File: src/rtl/instr_encoder_pkg.sv
// Shared definitions for the MIPS instruction encoder: instruction kinds,
// opcode/funct values, run-control state codes and word-building helpers.
package instr_encoder_pkg;

    localparam int TYPE_W = 4;
    localparam int REG_W  = 5;
    localparam int IMM_W  = 16;
    localparam int TGT_W  = 26;

    typedef enum logic [TYPE_W-1:0] {
        KIND_NOP  = 4'd0,
        KIND_ADDU = 4'd1,
        KIND_SUBU = 4'd2,
        KIND_JR   = 4'd3,
        KIND_J    = 4'd4,
        KIND_JAL  = 4'd5,
        KIND_BEQ  = 4'd6,
        KIND_ORI  = 4'd7,
        KIND_LUI  = 4'd8,
        KIND_LW   = 4'd9,
        KIND_SW   = 4'd10
    } instr_kind_e;

    localparam logic [5:0] OP_SPECIAL = 6'b000000;
    localparam logic [5:0] OP_J       = 6'b000010;
    localparam logic [5:0] OP_JAL     = 6'b000011;
    localparam logic [5:0] OP_BEQ     = 6'b000100;
    localparam logic [5:0] OP_ORI     = 6'b001101;
    localparam logic [5:0] OP_LUI     = 6'b001111;
    localparam logic [5:0] OP_LW      = 6'b100011;
    localparam logic [5:0] OP_SW      = 6'b101011;

    localparam logic [5:0] FN_ADDU    = 6'b100001;
    localparam logic [5:0] FN_SUBU    = 6'b100011;
    localparam logic [5:0] FN_JR      = 6'b001000;

    localparam logic [1:0] ST_IDLE  = 2'd0;
    localparam logic [1:0] ST_RUN   = 2'd1;
    localparam logic [1:0] ST_DRAIN = 2'd2;
    localparam logic [1:0] ST_DONE  = 2'd3;

    typedef struct packed {
        logic [REG_W-1:0] rs;
        logic [REG_W-1:0] rt;
        logic [REG_W-1:0] rd;
        logic [IMM_W-1:0] imm;
        logic [TGT_W-1:0] target;
    } instr_fields_t;

    function automatic logic [31:0] r_word(logic [REG_W-1:0] rs, logic [REG_W-1:0] rt,
                                           logic [REG_W-1:0] rd, logic [5:0] funct);
        return {OP_SPECIAL, rs, rt, rd, 5'b00000, funct};
    endfunction

    function automatic logic [31:0] i_word(logic [5:0] op, logic [REG_W-1:0] rs,
                                           logic [REG_W-1:0] rt, logic [IMM_W-1:0] imm);
        return {op, rs, rt, imm};
    endfunction

    function automatic logic [31:0] j_word(logic [5:0] op, logic [TGT_W-1:0] target);
        return {op, target};
    endfunction

endpackage

File: src/rtl/instr_encoder_if.sv
// Input beat channel and instruction-memory write port of the encoder.
interface instr_encoder_if
    import instr_encoder_pkg::*;
#(
    parameter int IM_ADDR_W = 10
);
    logic                 in_valid;
    logic                 in_ready;
    logic [TYPE_W-1:0]    in_type;
    logic [REG_W-1:0]     in_rs;
    logic [REG_W-1:0]     in_rt;
    logic [REG_W-1:0]     in_rd;
    logic [IMM_W-1:0]     in_imm;
    logic [TGT_W-1:0]     in_target;

    logic                 im_we;
    logic [IM_ADDR_W-1:0] im_addr;
    logic [31:0]          im_wdata;
    logic [31:0]          pc_out;

    modport master (
        output in_valid, in_type, in_rs, in_rt, in_rd, in_imm, in_target,
        input  in_ready, im_we, im_addr, im_wdata, pc_out
    );

    modport slave (
        input  in_valid, in_type, in_rs, in_rt, in_rd, in_imm, in_target,
        output in_ready, im_we, im_addr, im_wdata, pc_out
    );
endinterface

File: src/rtl/instr_encoder_field_pack.sv
// Combinational packer: instruction kind plus fields -> 32-bit MIPS word.
// Fields an encoding does not use are forced to zero; unknown kinds raise illegal_o.
module instr_field_pack
    import instr_encoder_pkg::*;
(
    input  logic [TYPE_W-1:0] kind_i,
    input  instr_fields_t     fields_i,
    output logic [31:0]       word_o,
    output logic              illegal_o
);

    always_comb begin
        word_o    = '0;
        illegal_o = 1'b0;
        case (kind_i)
            KIND_NOP:  word_o = '0;
            KIND_ADDU: word_o = r_word(fields_i.rs, fields_i.rt, fields_i.rd, FN_ADDU);
            KIND_SUBU: word_o = r_word(fields_i.rs, fields_i.rt, fields_i.rd, FN_SUBU);
            KIND_JR:   word_o = r_word(fields_i.rs, '0, '0, FN_JR);
            KIND_J:    word_o = j_word(OP_J, fields_i.target);
            KIND_JAL:  word_o = j_word(OP_JAL, fields_i.target);
            KIND_BEQ:  word_o = i_word(OP_BEQ, fields_i.rs, fields_i.rt, fields_i.imm);
            KIND_ORI:  word_o = i_word(OP_ORI, fields_i.rs, fields_i.rt, fields_i.imm);
            KIND_LUI:  word_o = i_word(OP_LUI, '0, fields_i.rt, fields_i.imm);
            KIND_LW:   word_o = i_word(OP_LW, fields_i.rs, fields_i.rt, fields_i.imm);
            KIND_SW:   word_o = i_word(OP_SW, fields_i.rs, fields_i.rt, fields_i.imm);
            default:   illegal_o = 1'b1;
        endcase
    end

endmodule

File: src/rtl/instr_encoder.sv
// Streams encoded MIPS words into instruction memory with an auto-incrementing
// write pointer, under a small IDLE/RUN/DRAIN/DONE session controller.
module instr_encoder
    import instr_encoder_pkg::*;
#(
    parameter int          IM_ADDR_W = 10,
    parameter logic [31:0] BASE_ADDR = 32'h0000_3000
)
(
    input  logic                 clk,
    input  logic                 reset,
    input  logic                 start,
    input  logic                 finish,
    instr_encoder_if.slave       bus,
    output logic [IM_ADDR_W:0]   count,
    output logic                 busy,
    output logic                 done,
    output logic                 err_illegal
);

    localparam logic [IM_ADDR_W:0] CAPACITY = {1'b1, {IM_ADDR_W{1'b0}}};

    logic [1:0]           state_q, state_d;
    logic [IM_ADDR_W:0]   cnt_q, cnt_d;
    logic                 err_q, err_d;
    logic                 we_q, we_d;
    logic [IM_ADDR_W-1:0] addr_q, addr_d;
    logic [31:0]          wdata_q, wdata_d;
    logic [31:0]          pc_q, pc_d;

    instr_fields_t        fields;
    logic [31:0]          packed_word;
    logic                 packed_illegal;
    logic                 accept;
    logic                 write_ok;
    logic                 restart;

    assign fields = '{rs: bus.in_rs, rt: bus.in_rt, rd: bus.in_rd,
                      imm: bus.in_imm, target: bus.in_target};

    instr_field_pack u_pack (
        .kind_i    (bus.in_type),
        .fields_i  (fields),
        .word_o    (packed_word),
        .illegal_o (packed_illegal)
    );

    // The pointer never wraps: once memory is full the channel stalls.
    assign bus.in_ready = (state_q == ST_RUN) && (cnt_q < CAPACITY);
    assign accept       = bus.in_valid && bus.in_ready;
    assign write_ok     = accept && !packed_illegal;

    always_comb begin
        state_d = state_q;
        restart = 1'b0;
        case (state_q)
            ST_IDLE: begin
                if (start) begin
                    state_d = ST_RUN;
                    restart = 1'b1;
                end
            end
            ST_RUN: begin
                if (finish) state_d = ST_DRAIN;
            end
            // No beats are accepted here, so the only write in flight is the
            // one on the port this cycle; it retires at the coming edge.
            ST_DRAIN: state_d = ST_DONE;
            ST_DONE: begin
                if (start) begin
                    state_d = ST_RUN;
                    restart = 1'b1;
                end
            end
            default: state_d = ST_IDLE;
        endcase
    end

    always_comb begin
        cnt_d   = cnt_q;
        err_d   = err_q;
        we_d    = write_ok;
        addr_d  = addr_q;
        wdata_d = wdata_q;
        pc_d    = pc_q;
        if (restart) begin
            cnt_d = '0;
            err_d = 1'b0;
        end
        if (write_ok) begin
            addr_d  = cnt_q[IM_ADDR_W-1:0];
            wdata_d = packed_word;
            pc_d    = BASE_ADDR + (32'(cnt_q[IM_ADDR_W-1:0]) << 2);
            cnt_d   = cnt_q + 1'b1;
        end
        if (accept && packed_illegal) begin
            err_d = 1'b1;
        end
    end

    always_ff @(posedge clk) begin
        if (!reset) begin
            state_q <= ST_IDLE;
            cnt_q   <= '0;
            err_q   <= 1'b0;
            we_q    <= 1'b0;
            addr_q  <= '0;
            wdata_q <= '0;
            pc_q    <= '0;
        end else begin
            state_q <= state_d;
            cnt_q   <= cnt_d;
            err_q   <= err_d;
            we_q    <= we_d;
            addr_q  <= addr_d;
            wdata_q <= wdata_d;
            pc_q    <= pc_d;
        end
    end

    assign bus.im_we    = we_q;
    assign bus.im_addr  = addr_q;
    assign bus.im_wdata = wdata_q;
    assign bus.pc_out   = pc_q;
    assign count        = cnt_q;
    assign busy         = (state_q == ST_RUN) || (state_q == ST_DRAIN);
    assign done         = (state_q == ST_DONE);
    assign err_illegal  = err_q;

endmodule

File: src/flat_wrapper.sv
// flat-port wrapper written by rule: the top's interface ports become plain ports
module instr_encoder_flat import instr_encoder_pkg::*;
#(
    parameter int          IM_ADDR_W = 10,
    parameter logic [31:0] BASE_ADDR = 32'h0000_3000
)
  (clk, reset, start, finish, count, busy, done, err_illegal, bus_in_valid, bus_in_type, bus_in_rs, bus_in_rt, bus_in_rd, bus_in_imm, bus_in_target, bus_in_ready, bus_im_we, bus_im_addr, bus_im_wdata, bus_pc_out);
  instr_encoder_if #(.IM_ADDR_W(IM_ADDR_W)) bus_i ();
  input  logic clk;
  input  logic reset;
  input  logic start;
  input  logic finish;
  output logic [IM_ADDR_W:0] count;
  output logic busy;
  output logic done;
  output logic err_illegal;
  input wire logic [$bits(bus_i.in_valid)-1:0] bus_in_valid;
  input wire logic [$bits(bus_i.in_type)-1:0] bus_in_type;
  input wire logic [$bits(bus_i.in_rs)-1:0] bus_in_rs;
  input wire logic [$bits(bus_i.in_rt)-1:0] bus_in_rt;
  input wire logic [$bits(bus_i.in_rd)-1:0] bus_in_rd;
  input wire logic [$bits(bus_i.in_imm)-1:0] bus_in_imm;
  input wire logic [$bits(bus_i.in_target)-1:0] bus_in_target;
  output wire logic [$bits(bus_i.in_ready)-1:0] bus_in_ready;
  output wire logic [$bits(bus_i.im_we)-1:0] bus_im_we;
  output wire logic [$bits(bus_i.im_addr)-1:0] bus_im_addr;
  output wire logic [$bits(bus_i.im_wdata)-1:0] bus_im_wdata;
  output wire logic [$bits(bus_i.pc_out)-1:0] bus_pc_out;
  assign bus_i.in_valid = bus_in_valid;
  assign bus_i.in_type = bus_in_type;
  assign bus_i.in_rs = bus_in_rs;
  assign bus_i.in_rt = bus_in_rt;
  assign bus_i.in_rd = bus_in_rd;
  assign bus_i.in_imm = bus_in_imm;
  assign bus_i.in_target = bus_in_target;
  assign bus_in_ready = bus_i.in_ready;
  assign bus_im_we = bus_i.im_we;
  assign bus_im_addr = bus_i.im_addr;
  assign bus_im_wdata = bus_i.im_wdata;
  assign bus_pc_out = bus_i.pc_out;
  instr_encoder #(.IM_ADDR_W(IM_ADDR_W), .BASE_ADDR(BASE_ADDR)) u_core (.clk(clk), .reset(reset), .start(start), .finish(finish), .bus(bus_i), .count(count), .busy(busy), .done(done), .err_illegal(err_illegal));
endmodule
File: config.mk
export PLATFORM = sky130hd
export DESIGN_NAME = instr_encoder_flat
export DESIGN_NICKNAME = d
export VERILOG_FILES = /design/src/rtl/instr_encoder_pkg.sv /design/src/rtl/instr_encoder_if.sv /design/src/rtl/instr_encoder_field_pack.sv /design/src/rtl/instr_encoder.sv /design/src/flat_wrapper.sv
export SDC_FILE = /design/constraint.sdc
export NUM_CORES = 1
export LEC_CHECK = 0
export BUFFER_PORTS_ARGS = -buffer_cell sky130_fd_sc_hd__buf_2
export CAP_MARGIN = 30
export CORE_ASPECT_RATIO = 2
export CORE_MARGIN = 1.5
export CORE_UTILIZATION = 46
export CTS_BUF_LIST = sky130_fd_sc_hd__clkbuf_16
export CTS_CLUSTER_SIZE = 20
export DETAILED_ROUTE_END_ITERATION = 10
export HOLD_SLACK_MARGIN = 0.15
export PLACE_DENSITY = 0.83
export SYNTH_ARGS = -nofsm -noshare
export SYNTH_HDL_FRONTEND = slang
export SYNTH_HIERARCHICAL = 1
export SYNTH_SLANG_ARGS = --single-unit
File: constraint.sdc
create_clock -name clk -period 1.8 [get_ports clk]
set_input_delay 0.18 -clock clk [delete_from_list [all_inputs] [get_ports clk]]
set_output_delay 0.18 -clock clk [all_outputs]
set_load 0.02 [all_outputs]
==> results by group, run 1 <==
Clock tree
  – TritonCTS sink count: 58
  – Post-CTS setup buffers: 0
  – # H-tree levels: 3
  – Worst-Skew Late Latency: 0.32 ns
  – Largest buffer count on any clock path: 2
  – Post-CTS sizing: 0
  – CTS Buf Count: 9
  – Clock transition at path regs: 0.05 ns
  – Root buffer cell: clkbuf_16
  – TritonCTS clock tree: yes

Placement
  – DPL Wire Length: 6.03 mm
  – Post-placement cell count: around 590
  – Placer Congestion: 0.879
  – Placed Instance Area: 3640 µm²
  – I/O Buffers: 135
  – Pre-CTS setup slack: 0.0783 ns

Min path
  – Hold WC Path Type: input port to flip-flop

STA
  – Worst Tran Pin Value: ~0.54 ns
  – Worst rel slew slack: ~64%
  – Final worst slack: about 0.11 ns
  – Max Freq: 0.593 GHz
  – RSZ-0062 raised after global routing: false
  – Max-slew violations: 0
  – Setup Viol. Count Final: 0
  – Hold Vio Cnt, Final: 0
  – Clk_skew: 0.00455 ns
  – Hold_ws: 0.193 ns
  – Tmin final: around 1.7 ns
  – TNS Setup: 0 ns
  – Tcrit/Tclk final: 93.7%

Final layout
  – # fillers: 574
  – Finished Layout Cells: ~600
  – Area growth syn-to-layout: 29.8%
  – Final nets: 580
  – Share of cells above drive strength 1: 33.9%
  – Antenna cells: 0
  – Fin util: 61.7%
  – Design area: 3900 µm²

Setup path
  – Startpoint types: flip-flop
  – CP arrival: 1.92 ns
  – CP Class: flip-flop to flip-flop
  – Critical Path Fanout Max: 10
  – CP endpoint kind: flip-flop
  – Worst Path Required: 2.03 ns

Synthesis
  – Mapped cell area: 3000 µm²
  – Yosys warning count: 6
  – Yosys reg bits: 58
  – EDFF count, synth: 0
  – Mean Syn Cell Area: 7.74 µm²
  – Top FF cell, synth: dfxtp_1
  – Post-Syn Instances: 388
  – Library cells used by synthesis: 45
  – Ys async rst share: 0%
  – Sequential element share of the synthesized area: 38.7%

Detailed routing
  – Iteration count of the initial detailed-routing pass: 4
  – Remaining DRCs: 0
  – First DRT Iteration DRCs: 163
  – Vias: 3090
  – Total Wirelength: 8.21 mm
  – Avg WL per Cell: 13.7 µm
  – DRT antenna net count: 0
  – Via density: a little over 5

Floorplan
  – Initial Utilization: 47.6%
  – Core box area: 6310 µm²
  – I/O pin cnt: approximately 160
  – Die height: 117 µm
  – Row count: 41
  – Die Width: 60.1 µm
  – Die area: 7050 µm²

Global routing
  – Vias in the first global route: 2669
  – Initial antenna violation count: 0
  – Total GRT Usage: 23.0%
  – Largest net degree at the start of global routing: 39
  – Overflow after GRT: 0
  – Global-route wire length before repair: 12.2 mm

Pwr
  – Pwr/cell area: 957 nW/µm²
  – Leakage: 1.85 nW
  – Final Total Pwr: 3.73 mW
  – Max rail drop VDD: approximately 0.60 mV

Flow run
  – Max-cap violations: 0

Status
  – Status: completed
layout make-up:
class	count	area [µm²]	area share, %
clock buffers	9	225	5.78
clock inverters	4	16.3	0.417
inverters	5	18.8	0.482
multi-input cells	284	1530	39.2
flip-flops and latches	58	1160	29.8
well taps	86	108	2.76
repair buffers	153	838	21.5
metal layers:
metal / track usage [%] / share of wire (%) / vias up
met5: 0 / 0 / -
met4: 14.7 / 2.9 / 0
met3: 3.74 / 5.1 / 18
met2: 38.8 / 56 / 133
met1: 25.9 / 36 / 1403
li1: - / - / 1536
report_power, final:
group          internal (mW)  switching, mW  leakage [nW]  total (mW)
logic                  0.333          0.600          1.25       0.932
registers               1.36         0.0430         0.469        1.40
clock network          0.883          0.515         0.131        1.40
placed cells by master, fill, tap and decap left out, drive strengths merged, types with 2 or more instances in the layout:
| master | Yosys | routed |
|---|---|---|
| a211oi | 2 | 2 |
| nand3b | 4 | 4 |
| a32oi | 2 | 2 |
| clkbuf | 16 | 9 |
| nor2b | 3 | 3 |
| and4 | 2 | 2 |
| a221o | 7 | 7 |
| a21oi | 58 | 58 |
| o22ai | 2 | 2 |
| a22o | 15 | 15 |
| conb | 2 | 21 |
| nand2b | 3 | 3 |
| dfxtp | 58 | 58 |
| ha | 3 | 3 |
| buf | 44 | 152 |
| a31oi | 5 | 5 |
| nor2 | 21 | 21 |
| o21ai | 9 | 9 |
| and2 | 2 | 2 |
| o2bb2ai | 5 | 5 |
| nand3 | 7 | 7 |
| inv | 5 | 8 |
| or4 | 2 | 2 |
| nand2 | 92 | 92 |
| and3 | 6 | 6 |
timing repair:
action	CTS	global route
hold buffers	1	0
hold endpoints to repair	1	0
endpoints found under the setup margin	0	0
registers in the layout, indices dropped and copies added (netlist names):
register	count
u_core/count	11
u_core/bus.pc_out	2
u_core/state_q	2
u_core/err_illegal	1
u_core/bus.im_we	1
u_core/bus.im_wdata	32
u_core/bus.im_addr	9
worst paths after layout:
| check | slack [ns] | to | cells past startpoint | from |
|---|---|---|---|---|
| setup / recovery | 0.11 | u_core/count[5] | 6 | u_core/state_q[1] |
| hold / removal | 0.19 | u_core/err_illegal | 3 | bus_in_valid |
| setup reg to reg | 0.11 | u_core/count[5] | 6 | u_core/state_q[1] |
| hold reg to reg | 0.45 | u_core/bus.im_wdata[10] | 2 | u_core/bus.im_wdata[10] |
worst max-delay path, stage by stage (launching register included):
cell and delay, ns:
dfxtp_1 0.33, inv_1 0.06, ha_1 0.23, and4bb_2 0.27, a21oi_2 0.36, a21oi_1 0.09, a211oi_1 0.26
cells in the mapped netlist, types with 2 or more instances:
cell type / count / area, µm²
a211oi_1: 2 / 15.0
a21oi_1: 56 / 280
a21oi_2: 2 / 17.5
a221o_1: 7 / 70.1
a22o_1: 15 / 131
a31oi_1: 5 / 31.3
a32oi_1: 2 / 17.5
and2_1: 2 / 12.5
and3_1: 5 / 31.3
buf_2: 10 / 50.1
buf_4: 32 / 240
buf_6: 2 / 22.5
clkbuf_1: 16 / 60.1
conb_1: 2 / 7.51
dfxtp_1: 58 / 1160
ha_1: 3 / 37.5
inv_1: 5 / 18.8
nand2_1: 91 / 342
nand2b_1: 3 / 18.8
nand3_1: 7 / 35.0
nand3b_1: 4 / 30.0
nor2_1: 21 / 78.8
nor2b_1: 2 / 12.5
o21ai_0: 9 / 45.0
o22ai_1: 2 / 12.5
o2bb2ai_1: 5 / 43.8
or4_1: 2 / 15.0
logic make-up after synthesis:
logic type                 share of synthesized area, %
adders and majority gates                          1.25
buffers and inverters                              13.0
muxes                                             0.333
AOI/OAI and AO/OA                                  24.1
DFF                                                38.7
and+or+nand+nor                                    22.1
xor gates and xnor gates                          0.292
other                                             0.250
(Power assumes the default switching activity.)
==> inputs of run 2 (changes only) <==
--- a/config.mk
+++ b/config.mk
@@ -9,12 +9,12 @@
 export CAP_MARGIN = 30
 export CORE_ASPECT_RATIO = 2
 export CORE_MARGIN = 1.5
-export CORE_UTILIZATION = 46
+export CORE_UTILIZATION = 41
 export CTS_BUF_LIST = sky130_fd_sc_hd__clkbuf_16
 export CTS_CLUSTER_SIZE = 20
 export DETAILED_ROUTE_END_ITERATION = 10
 export HOLD_SLACK_MARGIN = 0.15
-export PLACE_DENSITY = 0.83
+export PLACE_DENSITY = 0.79
 export SYNTH_ARGS = -nofsm -noshare
 export SYNTH_HDL_FRONTEND = slang
 export SYNTH_HIERARCHICAL = 1
==> constraint.sdc (replaced) <==
create_clock -name clk -period 1.55 [get_ports clk]
set_input_delay 0.155 -clock clk [delete_from_list [all_inputs] [get_ports clk]]
set_output_delay 0.155 -clock clk [all_outputs]
set_load 0.02 [all_outputs]
==> results by group, run 2 (synthesis gave the netlist of run 1 again) <==
Status
  – Status: completed

Setup path
  – Worst Path Required: 1.79 ns (-0.24 ns)
  – CP Class: flip-flop to flip-flop
  – Critical Path Fanout Max: 11 (+1)
  – CP arrival: 1.71 ns (-0.21 ns)
  – Startpoint types: flip-flop
  – CP endpoint kind: flip-flop

Pwr
  – Pwr/cell area: 1110 nW/µm² (+16%)
  – Leakage: 1.91 nW (+3.5%)
  – Max rail drop VDD: 0.861 mV (+44%)

Placement
  – DPL Wire Length: 5.59 mm (-7.2%)
  – Placed Instance Area: 3740 µm² (+2.6%)
  – Pre-CTS setup slack: -0.0561 ns (-0.134 ns)
  – Placer Congestion: 0.792 (-10%)
  – I/O Buffers: 135 (unchanged)

Detailed routing
  – First DRT Iteration DRCs: 191 (+17%)
  – DRT antenna net count: 0 (unchanged)
  – Vias: 3087 (-0.097%)
  – Total Wirelength: 7.82 mm (-4.7%)
  – Iteration count of the initial detailed-routing pass: 4 (unchanged)
  – Via density: 5.00 (-3.2%)
  – Avg WL per Cell: 12.7 µm (-7.7%)
  – Remaining DRCs: 0 (unchanged)

Global routing
  – Vias in the first global route: 2760 (+3.4%)
  – Total GRT Usage: 20.0% (-3.0 points)
  – Initial antenna violation count: 0 (unchanged)
  – Largest net degree at the start of global routing: 42 (+7.7%)
  – Global-route wire length before repair: 12.5 mm (+2.5%)
  – Overflow after GRT: 0 (unchanged)

STA
  – Max-slew violations: 0 (unchanged)
  – Hold Vio Cnt, Final: 0 (unchanged)
  – Tmin final: 1.47 ns (-0.220 ns)
  – Max Freq: 0.682 GHz (+15%)
  – Setup Viol. Count Final: 0 (unchanged)
  – Tcrit/Tclk final: 94.6% (+0.94 points)
  – Clk_skew: 0.00505 ns (+0.000497 ns)
  – RSZ-0062 raised after global routing: true
  – Final worst slack: 0.0833 ns (-0.0303 ns)

Floorplan
  – Initial Utilization: 42.0% (-5.6 points)
  – Core box area: 7160 µm² (+13%)
  – Row count: 44 (+7.3%)
  – I/O pin cnt: 156 (unchanged)
  – Die Width: 63.5 µm (+5.6%)
  – Die area: 7880 µm² (+12%)
  – Die height: 124 µm (+5.8%)

Clock tree
  – TritonCTS clock tree: yes
  – # H-tree levels: 3 (unchanged)
  – Clock transition at path regs: 0.05 ns (about the same)
  – CTS Buf Count: 9 (unchanged)
  – Worst-Skew Late Latency: 0.32 ns (about the same)
  – Largest buffer count on any clock path: 2 (unchanged)
  – Post-CTS setup buffers: 0 (unchanged)
  – Root buffer cell: clkbuf_16
  – TritonCTS sink count: 58 (unchanged)

Flow run
  – Max-cap violations: 0 (unchanged)

Final layout
  – Commonest cells after routing, fill and taps aside: 134 x buf_2, 91 x nand2_1, 56 x a21oi_1
  – Share of cells above drive strength 1: 36.5% (+2.6 points)
  – Fin util: 56.7% (-5.0 points)
  – Commonest non-fill, non-tap cell in the layout: buf_2
  – Area growth syn-to-layout: 35.2%
  – Design area: 4060 µm² (+4.2%)
  – Antenna cells: 0 (unchanged)
  – Max reg flops: 32 (unchanged)
  – Final nets: 590 (+1.7%)

Min path
  – Hold WC Path Type: input port to flip-flop
run 2: cell types whose count changed in the layout (fill, tap and decap cells not counted), moves of 2 or more:
cell,before,now
buf_4,15,23
dfxtp_1,58,54
dfxtp_2,0,4
clkinv_2,1,3
ha_1,3,1
run 2: stage by stage:
step	hold slack [ns]	setup TNS, ns	std cells	power [mW]
6_report	0.183	0	618	4.50
5_1_grt	0.187	-0.0428	618	4.75
4_1_cts	0.159	0	618	4.48
3_5_place_dp	0.428	-0.156	600	2.75
3_3_place_gp	0.427	-0.0248	600	2.74
2_1_floorplan	0.293	0	407	2.40
run 2: timing repair:
action	4_1_cts	5_1_grt
gates resized for setup	3	10
endpoints found under the setup margin	1	21
hold endpoints to repair	2	0
hold buffers	2	0
run 2: path summary, 6_finish.rpt:
| path | startpoint | endpoint | slack (ns) | cells past startpoint |
|---|---|---|---|---|
| worst max-delay path | u_core/state_q[1] | u_core/count[5] | 0.08 | 6 |
| worst min-delay path | finish | u_core/state_q[0] | 0.18 | 4 |
| worst max register to register | u_core/state_q[1] | u_core/count[5] | 0.08 | 6 |
| worst min register to register | u_core/bus.im_wdata[10] | u_core/bus.im_wdata[10] | 0.45 | 2 |
run 2: cell type report:
class                   count  area, µm²
fillers                   709       3100
clock inverters             7       30.0
well taps                  92        115
inverters                   5       18.8
multi-input cells         284       1570
repair buffers            163        935
flip-flops and latches     58       1170
clock buffers               9        225
run 2: critical path: stages (launching register included):
cell and delay, ns:
dfxtp_2 0.31, inv_1 0.10, ha_4 0.16, and4bb_2 0.28, buf_4 0.20, a31oi_1 0.11
a211oi_1 0.22
run 2: per-layer routing:
layer	vias up	part of all wire, %	global-route usage (%)	routed length, µm
li1	1561	-	-	-
met1	1387	44	23.9	3430
met2	129	46	32.4	3630
met3	10	8.5	7.05	668
met4	0	1.2	8.42	95
met5	-	0	0	0
run 2: power by group:
part	switching, mW	internal, mW
Sequential	0.0521	1.58
Combinational	0.714	0.482
Clock	0.632	1.04
Total	1.40	3.11
==> inputs of run 3 (changes only) <==
--- a/config.mk
+++ b/config.mk
@@ -9,12 +9,12 @@
 export CAP_MARGIN = 30
 export CORE_ASPECT_RATIO = 2
 export CORE_MARGIN = 1.5
-export CORE_UTILIZATION = 41
+export CORE_UTILIZATION = 46
 export CTS_BUF_LIST = sky130_fd_sc_hd__clkbuf_16
 export CTS_CLUSTER_SIZE = 20
 export DETAILED_ROUTE_END_ITERATION = 10
 export HOLD_SLACK_MARGIN = 0.15
-export PLACE_DENSITY = 0.79
+export PLACE_DENSITY = 0.83
 export SYNTH_ARGS = -nofsm -noshare
 export SYNTH_HDL_FRONTEND = slang
 export SYNTH_HIERARCHICAL = 1
==> constraint.sdc (replaced) <==
create_clock -name clk -period 1.45 [get_ports clk]
set_input_delay 0.145 -clock clk [delete_from_list [all_inputs] [get_ports clk]]
set_output_delay 0.145 -clock clk [all_outputs]
set_load 0.02 [all_outputs]
==> results by group, run 3 (synthesis gave the netlist of run 1 again) <==
Setup path
  – CP bufs+invs: 0 (-2)
  – CP arrival: 1.74 ns (+0.03 ns)
  – Crit-path leading delay family: simple AND/OR/NAND/NOR gates
  – Critical Path Fanout Max: 6 (-5)
  – CP Class: flip-flop to flip-flop
  – Worst Path Required: 1.69 ns (-0.10 ns)
  – Crit path largest cell delay: 0.48 ns (+0.17 ns)
  – CP Cell Sequence: and4_4, nand2_2, or4_1, a21oi_1
  – Slowest cell on the critical path: or4_1
  – CP endpoint kind: flip-flop
  – Startpoint types: flip-flop

STA
  – Final worst slack: -0.0488 ns (-0.132 ns)
  – Setup Viol. Count Final: 14 (+14)
  – Hold Vio Cnt, Final: 0 (unchanged)
  – RSZ-0062 raised after global routing: true
  – Max-slew violations: 0 (unchanged)
  – Clk_skew: 0.00679 ns (+0.00174 ns)
  – Tmin final: 1.50 ns (+0.0321 ns)
  – Tcrit/Tclk final: 103% (+8.7 points)
  – Max Freq: 0.667 GHz (-2.1%)

Clock tree
  – Largest buffer count on any clock path: 2 (unchanged)
  – CTS Buf Count: 9 (unchanged)
  – # H-tree levels: 3 (unchanged)
  – Clock transition at path regs: 0.05 ns (about the same)
  – Root buffer cell: clkbuf_16
  – Worst-Skew Late Latency: 0.32 ns (about the same)
  – TritonCTS clock tree: yes
  – TritonCTS sink count: 58 (unchanged)

Final layout
  – Commonest cells after routing, fill and taps aside: 135 x buf_2, 91 x nand2_1, 55 x a21oi_1
  – Area of the multi-input gates: 1610 µm² (+2.5%)
  – Share of cells above drive strength 1: 39.4% (+2.9 points)
  – Max reg flops: 32 (unchanged)
  – # fillers: 547 (-23%)
  – Antenna cells: 0 (unchanged)
  – Area growth syn-to-layout: 41.9%
  – Design area: 4260 µm² (+5.0%)
  – Commonest non-fill, non-tap cell in the layout: buf_2
  – Register area: 1170 µm² (+0.43%)
  – Finished Layout Cells: 624 (+0.97%)
  – Final nets: 603 (+2.2%)

Floorplan
  – Row count: 41 (-6.8%)
  – Die height: 117 µm (-5.5%)
  – Die area: 7050 µm² (-10%)
  – Initial Utilization: 47.6% (+5.6 points)
  – Die Width: 60.1 µm (-5.3%)
  – I/O pin cnt: 156 (unchanged)
  – Core box area: 6310 µm² (-12%)

Global routing
  – GRT met3 Usage: 5.27% (-1.8 points)
  – Global routing usage on met2: 46.1% (+14 points)
  – Initial antenna violation count: 0 (unchanged)
  – Largest net degree at the start of global routing: 42 (unchanged)
  – Overflow after GRT: 0 (unchanged)
  – Global-route wire length before repair: 13.3 mm (+6.5%)
  – Total GRT Usage: 25.0% (+5.0 points)
  – Vias in the first global route: 3020 (+9.4%)
  – Busiest grt layer: met2
  – M1 GR Usage: 24.9% (+1.0 points)

Detailed routing
  – Via density: 5.42 (+8.5%)
  – Iteration count of the initial detailed-routing pass: 5 (+1)
  – DRT antenna net count: 0 (unchanged)
  – Vias: 3383 (+9.6%)
  – First DRT Iteration DRCs: 187 (-2.1%)
  – Total Wirelength: 9.27 mm (+19%)
  – Avg WL per Cell: 14.9 µm (+17%)
  – Remaining DRCs: 0 (unchanged)

Placement
  – Placer Congestion: 0.869 (+9.7%)
  – I/O Buffers: 135 (unchanged)
  – DPL Wire Length: 6.27 mm (+12%)
  – Placed Instance Area: 3780 µm² (+0.97%)
  – Post-placement cell count: 596 (-0.67%)

Flow run
  – Max-cap violations: 0 (unchanged)

Pwr
  – Pwr/cell area: 1200 nW/µm² (+7.8%)
  – Max rail drop VDD: 0.675 mV (-22%)
  – Leakage: 2.00 nW (+4.7%)

Min path
  – Hold WC Path Type: input port to flip-flop

Status
  – Status: complete, but fails checks
  – Violated checks: setup timing
[run 3: path summary, 6_finish.rpt]
kind | startpoint | cells past startpoint | slack, ns | endpoint
setup / recovery | u_core/count[1] | 4 | -0.05 | u_core/count[7]
hold / removal | finish | 4 | 0.18 | u_core/state_q[0]
setup reg to reg | u_core/count[1] | 4 | -0.05 | u_core/count[7]
hold reg to reg | u_core/bus.im_wdata[16] | 2 | 0.45 | u_core/bus.im_wdata[16]
[run 3: layer usage]
layer	vias up	part of all wire (%)
met5	-	0
met1	1558	34
met4	0	3.7
met2	195	56
met3	41	6.3
li1	1589	-
[run 3: metrics by stage]
step	hold slack (ns)	worst slack (ns)	power (mW)	TNS [ns]	utilization [%]
6_report	0.177	-0.0488	5.10	-0.235	67.5
5_1_grt	0.183	-0.0928	5.30	-1.78	67.5
4_1_cts	0.165	-0.00212	4.94	-0.00254	65.1
3_5_place_dp	0.410	-0.0757	3.02	-0.441	59.8
3_3_place_gp	0.403	-0.0374	2.99	-0.0876	59.8
2_1_floorplan	0.276	-0.00309	2.64	-0.00309	-
[run 3: power breakdown]
group	switching, mW	total, mW	internal [mW]	leakage, nW
registers	0.0650	1.75	1.69	0.471
clock network	0.683	1.80	1.11	0.131
logic	0.876	1.55	0.671	1.40
total	1.62	5.10	3.47	2.00
[run 3: final cells by class]
cell class | instances | share of cell area (%)
well taps | 86 | 2.52
inverters | 5 | 0.440
flip-flops and latches | 58 | 27.5
repair buffers | 175 | 25.9
multi-input cells | 285 | 37.8
clock inverters | 6 | 0.617
clock buffers | 9 | 5.28
[run 3: timing repair]
item                                    4_1_cts  5_1_grt
endpoints found under the setup margin        8       44
gates resized for setup                       4       11
hold buffers                                  2        0
buffers inserted                              0        7
hold endpoints to repair                      2        0
gates cloned                                  2        2
pin swaps                                     0        3
[run 3: tightest hold or removal path: stages]
cell and delay [ns]:
buf_2 0.10, o21ai_0 0.06, a21oi_1 0.07, nor2_1 0.08
